--- config.mk ---
export PLATFORM = sky130hd
export DESIGN_NAME = alu
export DESIGN_NICKNAME = d
export VERILOG_FILES = /design/src/rtl/alu.sv
export SDC_FILE = /design/constraint.sdc
export NUM_CORES = 1
export LEC_CHECK = 0
export CAP_MARGIN = 0
export CORE_MARGIN = 2
export CORE_UTILIZATION = 55
export DETAILED_ROUTE_END_ITERATION = 8
export GPL_TIMING_DRIVEN = 0
export PLACE_DENSITY = 0.89
export SLEW_MARGIN = 25
export SYNTH_ARGS = -nofsm -noshare
export SYNTH_HDL_FRONTEND = slang
export SYNTH_SLANG_ARGS = --single-unit
export TNS_END_PERCENT = 100
--- constraint.sdc ---
create_clock -name clk -period 2.61 [get_ports clk]
set_input_delay 0.522 -clock clk [delete_from_list [all_inputs] [get_ports clk]]
set_output_delay 0.522 -clock clk [all_outputs]
set_load 0.02 [all_outputs]
--- src/rtl/alu.sv ---
// rtl/alu.sv - unsigned ALU responder: 1-cycle ADD/SUB, iterative shift-add MUL and restoring DIV.
// Define ALU_DIV_EN to build the divider; without it DIV returns 0 with alu_err set.
module alu #(
  parameter int REG_SIZE = 8
) (
  input  logic                clk,
  input  logic                rst,
  input  logic                alu_req,
  input  logic [1:0]          alu_operation,
  input  logic [REG_SIZE-1:0] alu_op1,
  input  logic [REG_SIZE-1:0] alu_op2,
  output logic                alu_done,
  output logic [REG_SIZE-1:0] alu_res,
  output logic                alu_err,
  output logic                alu_busy
);

  localparam int CW = $clog2(REG_SIZE + 1);
  localparam logic [1:0] OP_ADD = 2'b00;
  localparam logic [1:0] OP_SUB = 2'b01;
  localparam logic [1:0] OP_MUL = 2'b10;

  typedef enum logic [1:0] {ST_IDLE, ST_MUL, ST_DIV} state_t;

  state_t              state_q, state_d;
  logic [CW-1:0]       cnt_q, cnt_d;
  logic [REG_SIZE-1:0] acc_q, acc_d;
  logic [REG_SIZE-1:0] a_q, a_d;
  logic [REG_SIZE-1:0] b_q, b_d;
  logic [REG_SIZE-1:0] res_q, res_d;
  logic                err_q, err_d;
  logic                done_q, done_d;

  logic                last_iter;
  logic [REG_SIZE-1:0] mul_sum;

  assign last_iter = (cnt_q == CW'(1));

  // MUL: a_q is the left-shifting multiplicand, b_q the right-shifting multiplier.
  always_comb begin
    mul_sum = acc_q + (b_q[0] ? a_q : '0);
  end

`ifdef ALU_DIV_EN
  // DIV: acc_q holds the partial remainder, a_q shifts dividend out and quotient in.
  logic [REG_SIZE:0]   div_shift, div_diff;
  logic                div_ge;
  logic [REG_SIZE-1:0] div_rem, div_quo;

  always_comb begin
    div_shift = {acc_q, a_q[REG_SIZE-1]};
    div_diff  = div_shift - {1'b0, b_q};
    div_ge    = (div_shift >= {1'b0, b_q});
    div_rem   = div_ge ? div_diff[REG_SIZE-1:0] : div_shift[REG_SIZE-1:0];
    div_quo   = {a_q[REG_SIZE-2:0], div_ge};
  end
`endif

  always_ff @(posedge clk) begin
    if (rst) begin
      state_q <= ST_IDLE;
    end else begin
      state_q <= state_d;
    end
  end

  always_comb begin
    state_d = state_q;
    case (state_q)
      ST_IDLE: begin
        if (alu_req) begin
          if (alu_operation == OP_MUL) begin
            state_d = ST_MUL;
          end
`ifdef ALU_DIV_EN
          else if (alu_operation == 2'b11 && alu_op2 != '0) begin
            state_d = ST_DIV;
          end
`endif
        end
      end
      ST_MUL, ST_DIV: begin
        if (last_iter) begin
          state_d = ST_IDLE;
        end
      end
      default: state_d = ST_IDLE;
    endcase
  end

  always_comb begin
    cnt_d  = cnt_q;
    acc_d  = acc_q;
    a_d    = a_q;
    b_d    = b_q;
    res_d  = res_q;
    err_d  = err_q;
    done_d = 1'b0;
    case (state_q)
      ST_IDLE: begin
        if (alu_req) begin
          a_d   = alu_op1;
          b_d   = alu_op2;
          acc_d = '0;
          case (alu_operation)
            OP_ADD: begin
              res_d  = alu_op1 + alu_op2;
              err_d  = 1'b0;
              done_d = 1'b1;
            end
            OP_SUB: begin
              res_d  = alu_op1 - alu_op2;
              err_d  = 1'b0;
              done_d = 1'b1;
            end
            OP_MUL: begin
              cnt_d = CW'(REG_SIZE);
            end
            default: begin
`ifdef ALU_DIV_EN
              if (alu_op2 == '0) begin
                res_d  = '1;
                err_d  = 1'b1;
                done_d = 1'b1;
              end else begin
                cnt_d = CW'(REG_SIZE);
              end
`else
              res_d  = '0;
              err_d  = 1'b1;
              done_d = 1'b1;
`endif
            end
          endcase
        end
      end
      ST_MUL: begin
        acc_d = mul_sum;
        a_d   = a_q << 1;
        b_d   = b_q >> 1;
        cnt_d = cnt_q - CW'(1);
        if (last_iter) begin
          res_d  = mul_sum;
          err_d  = 1'b0;
          done_d = 1'b1;
        end
      end
`ifdef ALU_DIV_EN
      ST_DIV: begin
        acc_d = div_rem;
        a_d   = div_quo;
        cnt_d = cnt_q - CW'(1);
        if (last_iter) begin
          res_d  = div_quo;
          err_d  = 1'b0;
          done_d = 1'b1;
        end
      end
`endif
      default: begin
        cnt_d = '0;
      end
    endcase
  end

  always_ff @(posedge clk) begin
    if (rst) begin
      cnt_q  <= '0;
      acc_q  <= '0;
      a_q    <= '0;
      b_q    <= '0;
      res_q  <= '0;
      err_q  <= 1'b0;
      done_q <= 1'b0;
    end else begin
      cnt_q  <= cnt_d;
      acc_q  <= acc_d;
      a_q    <= a_d;
      b_q    <= b_d;
      res_q  <= res_d;
      err_q  <= err_d;
      done_q <= done_d;
    end
  end

  always_comb begin
    alu_done = done_q;
    alu_res  = res_q;
    alu_err  = err_q;
    alu_busy = (state_q != ST_IDLE);
  end

endmodule

# [Yosys cells after proc, flatten, opt, wreduce, memory -nomap -nowiden]
# Cells that the tools add are included.
[word_totals] register_bits=40 inputBits=21
[classes] n_addsub=4 n_eq_ne=10 n_mux=26 reduce_logical=10
[op_table] cell="$pmux W8 S2" count=4
[op_table] cell="$mux W8" count=6
[op_table] cell="$pmux W8 S3" count=1
[op_table] cell="$add A8 B8 Y8" count=2
[op_table] cell="$ne A2 B2 Y1 const B" count=5
[op_table] cell="$mux W4" count=2
[op_table] cell="$pmux W4 S2" count=1
[op_table] cell="$sub A8 B8 Y8" count=1
[op_table] cell="$mux W2" count=3
[op_table] cell="$pmux W1 S2" count=3
[op_table] cell="$mux W1" count=5
[op_table] cell="$eq A2 B1 Y1 const B" count=2
[op_table] cell="$eq A2 B2 Y1 const B" count=2
[op_table] cell="$eq A4 B1 Y1 const B" count=1
[op_table] cell="$logic_not A2 Y1" count=2
[op_table] cell="$pmux W2 S2" count=1
[op_table] cell="$reduce_and A2 Y1" count=2
[op_table] cell="$reduce_and A4 Y1" count=1
[op_table] cell="$reduce_bool A2 Y1" count=2
[op_table] cell="$reduce_or A2 Y1" count=2
[op_table] cell="$sub A4 B1 Y4 const B" count=1
[op_table] cell="$reduce_and A3 Y1" count=1

# [Longest topological paths before layout]
# Gate-level depths: netlist of run 1.
[depth] ltp_word=5 ltp_mapped=11 depth_no_buf=11

# [Least setup slack after synthesis of run 1]
# No wires, ideal clock.
[synth_timing] path_type="input to register" from="input port alu_operation[0]" to="register res_q[7], in the netlist alu_res[7]" setup_ns=0.088 arrival_time_ns=2.359 t_required_ns=2.522 setup_slack_ns=0.163 stages=11 path_buffers=1 path_cell_list="nor2b_1 buf_6 mux2_2 inv_1 ha_1 nor2b_1 o2111ai_1 and3b_1 nor3_1 nand3b_1 a311oi_2"
[synth_between] elab_chain_cells=4
[synth_lines] element="start, declared" line_no="9" source="input logic [1:0] alu_operation,"
[synth_lines] element="$eq A2 B2 Y1, or another cell as far along" line_no="105" source="case (alu_operation)"
[synth_lines] element="$pmux W8 S3" line_no="105"
[synth_lines] element="$mux W8" line_no="101" source="if (alu_req) begin"
[synth_lines] element="$pmux W8 S2" line_no="99" source="case (state_q)"
[synth_lines] element="end signal, assigned" line_no="180" source="res_q <= res_d;"
[synth_lines] element="end, declared" line_no="30" source="logic [REG_SIZE-1:0] res_q, res_d;"
# Several ways; a longest one is shown, not always the timed one. The select of a mux whose other input is x is not followed.
# A chain may end at the register's enable or synchronous reset.

# [Worst setup path in the final report of run 1]
[layout_timing] from="input port alu_operation[0]" to="register res_q[3], in the netlist alu_res[3]"
# The elaborated chain is that of the path after synthesis.

==> results.sh, run 1 <==
export IMPL_synthCells=291
export IMPL_cts_max_level=2
export IMPL_drt_total_wl_mm=6.090
export IMPL_grt_pass1_wl_mm=9.784
export IMPL_area_growth_pct=21.02
export IMPL_numPortBuffers=30
export IMPL_final_cell_mix="nor2_1, dfxtp_1, a21oi_1"
export IMPL_place_detailed_hpwl_mm=4.545
export IMPL_max_slew_margin_rel=0.6032
export IMPL_ys_types=51
export IMPL_die_x_um=70.45
export IMPL_cts_root_buf="clkbuf_8"
export IMPL_yosys_warnings=0
export IMPL_gp_congestion=0.8986
export IMPL_clock_sinks=39
export IMPL_dieArea_mm2=0.004963
export IMPL_async_flop_share=0
export IMPL_clk_pin_slew_worst_paths_ns=0.08
export IMPL_grt_overflow_total=0
export IMPL_drt_iter0_drc=138
export IMPL_cts_hold_buf=0
export IMPL_tightest_slew_ns=0.5930
export IMPL_fin_cells=385
export IMPL_insertedDiodeCount=0
export IMPL_yosysTopAreaCell="dfxtp_1"
export IMPL_cts_buffers_inserted=5
export IMPL_die_h_um=70.45
export IMPL_drive_gt1_frac=0.1111
export IMPL_fin_area_mm2=0.002939
export IMPL_drv_cap=0
export IMPL_synth_compound_area_share=0.1870
export IMPL_leakagePower_nw=1.281
export IMPL_mostFrequentLayoutCell="nor2_1"
export IMPL_clkLatencyLatePin_ns=0.29
export IMPL_path_cells="clkdlybuf4s15_1, nor2b_4, buf_6, mux2_4, inv_1, ha_1, nor2b_1, o21a_1, or3_1, a32oi_1, a211oi_1"
export IMPL_synth_top_area_share=0.3215
export IMPL_rows=24
export IMPL_synth_top_cells_by_area="dfxtp_1, ha_1, nor2_1, mux2i_1, a21oi_1"
export IMPL_crit_path_max_fanout=7
export IMPL_critPathMaxStageDelay_ns=0.32
export IMPL_cp_slowest_cell="mux2_4"
export IMPL_wire_per_inst_um=15.82
export IMPL_clock_skew_final_ns=0.003910
export IMPL_maxSlewViolCount=0
export IMPL_use_met3=0.04473
export IMPL_arrival_ns=2.67
export IMPL_core_area_mm2=0.004294
export IMPL_avgSynthCellArea_um2=8.346
export IMPL_powerDensity_mw_per_mm2=514.0
export IMPL_grt_max_degree=13
export IMPL_num_vias=2221
export IMPL_avgViaCountPerCell=5.769
export IMPL_synth_seq_cells=39
export IMPL_met1_usage=0.2949
export IMPL_synth_mux_area_frac=0.07470
export IMPL_finalNetCount=372
export IMPL_whs_ns=0.4751
export IMPL_cts_tree="built"
export IMPL_status="completed"
export IMPL_clockBufferDepth=2
export IMPL_synth_adder_area_share=0.1041
export IMPL_synth_flop_cell="dfxtp_1"
export IMPL_hold_class="flop to flop"
export IMPL_setup_viol_count_final=0
export IMPL_worstSetupStartpointType="input pin"
export IMPL_io_pins=32
export IMPL_use_met2=0.4413
export IMPL_critPathCaptureType="flop"
export IMPL_fin_crit_ns=2.521
export IMPL_grt_pass1_vias=2126
export IMPL_fin_crit_sh=0.9661
export IMPL_drtPass1Iterations=4
export IMPL_worstPathRequired_ns=2.76
export IMPL_max_freq_mhz=396.6
export IMPL_synth_simple_gate_area_share=0.2050
export IMPL_initial_core_util=0.5656
export IMPL_p_total_w=0.001511
export IMPL_place_area_mm2=0.002794
export IMPL_irDropWorstVdd_mv=0.3665
export IMPL_dpl_cell_count=373
export IMPL_hold_violations=0
export IMPL_antenna_found_initial=0
export IMPL_worstSetupPathType="input pin to flop"
export IMPL_synth_top_family_by_area="simple AND/OR/NAND/NOR gates"
export IMPL_final_core_util=0.6844
export IMPL_synth_edf_count=0
export IMPL_ant_nets=0
export IMPL_grt_usage=0.2479
export IMPL_synth_xor_area_frac=0.05770
export IMPL_synth_nets=331
export IMPL_busiest_layer="met2"
export IMPL_drc_errors=0
export IMPL_netlist_area_mm2=0.002429
export IMPL_ys_seq_area_frac=0.3215
==> cell usage after synthesis, drive strengths merged (2+ instances only) <==
| cell | n |
|---|---|
| buf | 9 |
| a32oi | 2 |
| mux2i | 17 |
| clkbuf | 5 |
| nor2 | 51 |
| fa | 2 |
| or3 | 3 |
| a31oi | 4 |
| nor3 | 12 |
| dfxtp | 39 |
| a311oi | 2 |
| and2 | 7 |
| o21ai | 9 |
| xor2 | 4 |
| ha | 17 |
| nand2 | 12 |
| nand3b | 2 |
| a22oi | 7 |
| a211oi | 7 |
| nor2b | 5 |
| nand4b | 2 |
| a21oi | 27 |
| a21o | 5 |
| or2 | 2 |
| xnor2 | 12 |
| inv | 13 |
==> layer usage <==
layer  vias to the layer above  share of wire
met5                         -              0
met4                         0          0.021
met3                        13          0.057
met2                        79           0.51
met1                      1030           0.41
li1                       1099              -
==> report_power, final <==
group / internal (W) / total [W] / switching, W / leakage (nW)
clock network: 0.000240 / 0.000454 / 0.000214 / 0.0505
registers: 0.000630 / 0.000652 / 0.0000218 / 0.320
logic: 0.000186 / 0.000404 / 0.000218 / 0.911
==> area by class of cell <==
| type | count | area (um^2) |
|---|---|---|
| Multi-Input combinational cell | 224 | 1551 |
| Fill cell | 345 | 1355 |
| Sequential cell | 39 | 780.7 |
| Timing Repair Buffer | 34 | 316.6 |
| Clock buffer | 7 | 96.34 |
| Buffer | 14 | 68.82 |
| Tap cell | 52 | 65.06 |
| Inverter | 14 | 52.55 |
| Clock inverter | 1 | 7.507 |
==> kinds of logic (layout without fill, tap and decap cells) <==
kind of cell / after synthesis / after routing
flip-flops: 39 / 39
AO/OA/AOI/OAI: 69 / 69
buffers and inverters: 28 / 70
multiplexers: 18 / 18
XOR/XNOR: 16 / 16
adder cells (fa/ha/maj): 19 / 19
AND/OR/NAND/NOR: 102 / 102
==> worst max-delay path: cells and delay by family <==
kind	cells	cell delay, ns
and+or+nand+nor	3	0.66
AOI/OAI and AO/OA	3	0.53
buffers and inverters	3	0.43
adders and majority gates	1	0.22
muxes	1	0.32
==> sequential cells by signal, summed over array words and instances (netlist names) <==
register  count
a_q           8
acc_q         8
alu_res       8
b_q           8
cnt_q         4
alu_done      1
alu_err       1
state_q       1
==> worst paths after layout <==
kind,start,end,slack (ns),cells after the start
max,alu_operation[0],alu_res[3],0.09,11
min,acc_q[2],acc_q[2],0.48,2
max reg2reg,b_q[0],alu_res[6],0.29,9
min reg2reg,acc_q[2],acc_q[2],0.48,2
==> what timing repair did <==
| action | 4_1_cts | 5_1_grt |
|---|---|---|
| pin swaps | 2 | 8 |
| gates resized for setup | 11 | 10 |
| setup buffers | 1 | 3 |
| endpoints found under the setup margin | 5 | 5 |
==> per-stage QoR <==
step | setup slack [ns] | TNS (ns)
final | 0.08856 | 0
after global routing | -0.05534 | -0.1153
after CTS | 0.001141 | 0
after detailed placement | -0.5889 | -2.976
after global placement | -0.5881 | -2.956
after floorplan | 0.1633 | 0
Power figures use the tool's default switching activity.
==> inputs of run 2 (changes only) <==
CAP_MARGIN = default   (was 0)
CORE_MARGIN = 3   (was 2)
==> results.sh, run 2 (synthesis results as in run 1) <==
export IMPL_mostFrequentLayoutCell="nor2_1"
export IMPL_hp_start="acc_q[2]"
export IMPL_place_detailed_hpwl_mm=4.670
export IMPL_r2r_slack_ns=0.25
export IMPL_max_slew_margin_rel=0.5911
export IMPL_grt_usage=0.2386
export IMPL_clock_skew_final_ns=0.006569
export IMPL_drc_errors=0
export IMPL_clkLatencyLatePin_ns=0.29
export IMPL_hold_depth=2
export IMPL_critPathMaxStageDelay_ns=0.49
export IMPL_drt_total_wl_mm=6.051
export IMPL_cts_hold_buf=0
export IMPL_fin_crit_sh=0.9570
export IMPL_critPathCaptureType="flop"
export IMPL_hold_class="flop to flop"
export IMPL_gp_congestion=0.8693
export IMPL_drtPass1Iterations=4
export IMPL_powerDensity_mw_per_mm2=527.3
export IMPL_initial_core_util=0.5901
export IMPL_clockBufferDepth=2
export IMPL_finalNetCount=371
export IMPL_status="completed"
export IMPL_worstPathRequired_ns=2.81
export IMPL_regToRegStartpoint="b_q[0]"
export IMPL_grt_max_degree=14
export IMPL_reg2reg_to="alu_res[6]"
export IMPL_insertedDiodeCount=0
export IMPL_min_to="acc_q[2]"
export IMPL_drv_cap=0
export IMPL_fin_cells=382
export IMPL_maxSlewViolCount=0
export IMPL_worstSetupPathType="input pin to flop"
export IMPL_setup_viol_count_final=0
export IMPL_wire_per_inst_um=15.84
export IMPL_cts_max_level=2
export IMPL_core_area_mm2=0.004115
export IMPL_final_cell_mix="nor2_1, dfxtp_1, a21oi_1"
export IMPL_num_vias=2176
export IMPL_setup_tns_ns=0
export IMPL_path_cells="clkdlybuf4s50_1, nor3_2, a31oi_1, xnor2_1, ha_1, or2_2, and3b_1, nor3_1, nand3b_1, a311oi_2"
export IMPL_reg2reg_depth=9
export IMPL_arrival_ns=2.70
export IMPL_clk_pin_slew_worst_paths_ns=0.08
export IMPL_worstSetupStartpointType="input pin"
export IMPL_nFillCells=342
export IMPL_cp_slowest_cell="clkdlybuf4s50_1"
export IMPL_fin_crit_ns=2.498
export IMPL_hold_violations=0
export IMPL_antenna_found_initial=0
export IMPL_irDropWorstVdd_mv=0.3325
export IMPL_cts_tree="built"
export IMPL_tightest_slew_ns=0.6111
export IMPL_grt_pass1_wl_mm=9.908
export IMPL_cts_root_buf="clkbuf_8"
export IMPL_cts_buffers_inserted=5
export IMPL_area_growth_pct=21.12
export IMPL_drive_gt1_frac=0.1114
export IMPL_max_freq_mhz=400.4
export IMPL_die_h_um=72.45
export IMPL_leakagePower_nw=1.302
export IMPL_numPortBuffers=30
export IMPL_dieArea_mm2=0.005249
export IMPL_io_pins=32
export IMPL_drt_iter0_drc=126
export IMPL_grt_pass1_vias=2176
export IMPL_dpl_cell_count=371
export IMPL_grt_overflow_total=0
export IMPL_die_x_um=72.45
export IMPL_avgViaCountPerCell=5.696
export IMPL_crit_path_max_fanout=3
export IMPL_ant_nets=0
export IMPL_rows=23
export IMPL_clock_sinks=39
run 2: worst max path at each step:
stage	startpoint	end	slack [ns]	cells after the start
2_1_floorplan	alu_operation[0]	alu_res[7]	0.16	11
3_3_place_gp	alu_operation[0]	alu_res[7]	-0.60	12
3_5_place_dp	alu_operation[0]	alu_res[7]	-0.68	12
4_1_cts	alu_op2[0]	alu_res[7]	0.009	12
5_1_grt	alu_op2[2]	alu_res[7]	-0.001	11
6_report	alu_op2[5]	alu_res[7]	0.11	10
run 2: through the flow:
step / worst slack (ns) / power (W) / hold WS, ns / area (um^2) / util
6_report: 0.1122 / 0.001551 / 0.4717 / 2942 / 0.7148
5_1_grt: -0.001126 / 0.001615 / 0.4893 / 2942 / 0.7148
4_1_cts: 0.009478 / 0.001542 / 0.4707 / 2917 / 0.7087
3_5_place_dp: -0.6766 / 0.001043 / 0.4609 / 2791 / 0.6783
3_3_place_gp: -0.5974 / 0.001030 / 0.4498 / 2791 / 0.6783
2_1_floorplan: 0.1633 / 0.0009149 / 0.4406 / 2429 / -
run 2: where the power goes:
group	internal (W)	switching [W]	leakage (nW)	total (W)
Combinational	0.000179	0.000213	0.924	0.000391
Clock	0.000285	0.000224	0.0581	0.000508
Sequential	0.000630	0.0000215	0.320	0.000652
Total	0.00109	0.000458	1.30	0.00155
run 2: timing repair:
item | CTS | global route
pin swaps | 3 | 6
cloned | 0 | 0
buffers inserted | 0 | 3
setup endpoints to repair | 5 | 2
gates resized for setup | 14 | 12
run 2: per-layer routing:
layer | vias to the layer above | wire length (um) | track usage
met5 | - | 0 | 0
met4 | 0 | 97 | 0.07787
met3 | 9 | 304 | 0.03601
met2 | 64 | 3000 | 0.4338
met1 | 999 | 2648 | 0.2860
li1 | 1104 | - | -
run 2: layout make-up:
type	instances	area, um^2	area share
Buffer	14	68.82	0.02339
Clock buffer	5	68.82	0.02339
Clock inverter	3	43.79	0.01489
Inverter	14	52.55	0.01786
Multi-Input combinational cell	224	1558	0.5296
Sequential cell	39	780.7	0.2654
Tap cell	50	62.56	0.02127
Timing Repair Buffer	33	306.5	0.1042
run 2: critical path, delay by kind of cell:
kind | cells | cell delay [ns]
and+or+nand+nor | 5 | 0.95
buffers and inverters | 1 | 0.49
adders and majority gates | 1 | 0.19
xor gates and xnor gates | 1 | 0.14
AOI/OAI and AO/OA | 2 | 0.41
==> inputs of run 3 (changes only) <==
CORE_UTILIZATION = 35   (was 55)
CTS_CLUSTER_DIAMETER = 100   (was default)
PLACE_DENSITY = 0.64   (was 0.89)
==> results.sh, run 3 (synthesis results as in run 1) <==
export IMPL_hold_class="flop to flop"
export IMPL_grt_max_degree=13
export IMPL_ant_nets=0
export IMPL_path_cells="clkdlybuf4s15_2, nor2b_4, buf_6, mux2_2, inv_1, ha_1, nor2b_1, o2111ai_2, and3b_1, nor3_1, nand3b_1, a311oi_2"
export IMPL_avgViaCountPerCell=5.280
export IMPL_reg2reg_depth=9
export IMPL_path_delay_family="simple AND/OR/NAND/NOR gates"
export IMPL_clock_sinks=39
export IMPL_wire_per_inst_um=14.92
export IMPL_rows=29
export IMPL_drtPass1Iterations=4
export IMPL_leakagePower_nw=1.284
export IMPL_setup_viol_count_final=0
export IMPL_worstSetupPathType="input pin to flop"
export IMPL_cts_hold_buf=0
export IMPL_clkLatencyLatePin_ns=0.29
export IMPL_rsz0062_at_grt="yes"
export IMPL_final_core_util=0.4523
export IMPL_maxSlewViolCount=0
export IMPL_place_detailed_hpwl_mm=4.655
export IMPL_crit_path_max_fanout=7
export IMPL_cts_root_buf="clkbuf_8"
export IMPL_powerDensity_mw_per_mm2=529.7
export IMPL_tightest_slew_ns=0.5922
export IMPL_cp_slowest_cell="mux2_2"
export IMPL_area_growth_pct=21.64
export IMPL_drt_iter0_drc=124
export IMPL_min_to="acc_q[2]"
export IMPL_hold_violations=0
export IMPL_regToRegStartpoint="b_q[0]"
export IMPL_hold_depth=2
export IMPL_num_vias=2149
export IMPL_hp_start="acc_q[2]"
export IMPL_final_cell_mix="nor2_1, dfxtp_1, a21oi_1"
export IMPL_status="completed"
export IMPL_die_x_um=89.30
export IMPL_setup_slack_ns=0.07306
export IMPL_dieArea_mm2=0.007974
export IMPL_arrival_ns=2.75
export IMPL_fin_crit_ns=2.537
export IMPL_seq_area_um2=780.7
export IMPL_irDropWorstVdd_mv=0.4364
export IMPL_cts_max_level=2
export IMPL_io_pins=32
export IMPL_reg2reg_to="alu_res[6]"
export IMPL_numPortBuffers=30
export IMPL_initial_core_util=0.3718
export IMPL_r2r_slack_ns=0.32
export IMPL_gp_congestion=0.8343
export IMPL_drt_total_wl_mm=6.073
export IMPL_insertedDiodeCount=0
export IMPL_whs_ns=0.4774
export IMPL_antenna_found_initial=0
export IMPL_clockBufferDepth=2
export IMPL_grt_overflow_total=0
export IMPL_drc_errors=0
export IMPL_setup_tns_ns=0
export IMPL_clk_pin_slew_worst_paths_ns=0.08
export IMPL_max_freq_mhz=394.2
export IMPL_critPathCaptureType="flop"
export IMPL_critPathMaxStageDelay_ns=0.36
export IMPL_pre_cts_ws_ns=-0.6335
export IMPL_mostFrequentLayoutCell="nor2_1"
export IMPL_grt_pass1_wl_mm=9.825
export IMPL_drv_cap=0
export IMPL_core_area_mm2=0.006531
export IMPL_fin_crit_sh=0.9720
export IMPL_cts_buffers_inserted=5
export IMPL_max_slew_margin_rel=0.6052
export IMPL_critPathBufInv=3
export IMPL_clock_skew_final_ns=0.003445
export IMPL_worstPathRequired_ns=2.82
export IMPL_cts_tree="built"
export IMPL_multi_input_area_mm2=0.001540
export IMPL_die_h_um=89.30
export IMPL_grt_usage=0.1620
export IMPL_grt_pass1_vias=1988
export IMPL_nFillCells=644
export IMPL_worstSetupStartpointType="input pin"
export IMPL_drive_gt1_frac=0.09697
export IMPL_finalNetCount=369
[run 3: through the flow]
| step | std cells | power, W | instance area (um^2) |
|---|---|---|---|
| after global placement | 398 | 0.001039 | 2825 |
| final | 407 | 0.001565 | 2954 |
| after floorplan | 291 | 0.0009149 | 2429 |
| after global routing | 407 | 0.001650 | 2954 |
| after CTS | 407 | 0.001570 | 2957 |
| after detailed placement | 398 | 0.001044 | 2825 |
[run 3: tightest hold or removal path: cells and delay by family, from the launching register on]
family	cells	cell delay, ns
simple gates	1	0.05
compound gates	1	0.05
flops	1	0.33
[run 3: how the worst max path moves through the flow]
| stage | cells after the start | slack [ns] | from | to |
|---|---|---|---|---|
| 6_report | 12 | 0.07 | alu_operation[1] | alu_res[7] |
| 2_1_floorplan | 11 | 0.16 | alu_operation[0] | alu_res[7] |
| 5_1_grt | 12 | -0.02 | alu_operation[1] | alu_res[7] |
| 4_1_cts | 12 | 0.002 | alu_op2[1] | alu_res[7] |
| 3_3_place_gp | 12 | -0.65 | alu_operation[1] | alu_res[7] |
| 3_5_place_dp | 12 | -0.63 | alu_op2[0] | alu_res[7] |
[run 3: report_power, final]
| part | internal (W) | total, W | switching (W) |
|---|---|---|---|
| clock network | 0.000310 | 0.000529 | 0.000219 |
| registers | 0.000630 | 0.000652 | 0.0000214 |
| logic | 0.000175 | 0.000384 | 0.000209 |
[run 3: final cells by class]
class	count	share of cell area
plain buffers	14	0.02330
clock buffers	6	0.02795
clock inverters	2	0.01186
inverters	14	0.01779
multi-input cells	224	0.5214
flip-flops and latches	39	0.2643
well taps	77	0.03261
repair buffers	31	0.1008
[run 3: what timing repair did]
action / CTS / global route
hold endpoints to repair: 0 / 0
endpoints found under the setup margin: 5 / 4
resized for setup: 11 / 9
buffers inserted: 1 / 0
gates cloned: 0 / 0
pin swaps: 2 / 7
[run 3: layer usage]
layer | share of wire | vias to the layer above | global-route usage
li1 | - | 1097 | -
met1 | 0.47 | 981 | 0.2243
met2 | 0.46 | 63 | 0.2512
met3 | 0.062 | 8 | 0.03134
met4 | 0.016 | 0 | 0.05683
met5 | 0 | - | 0
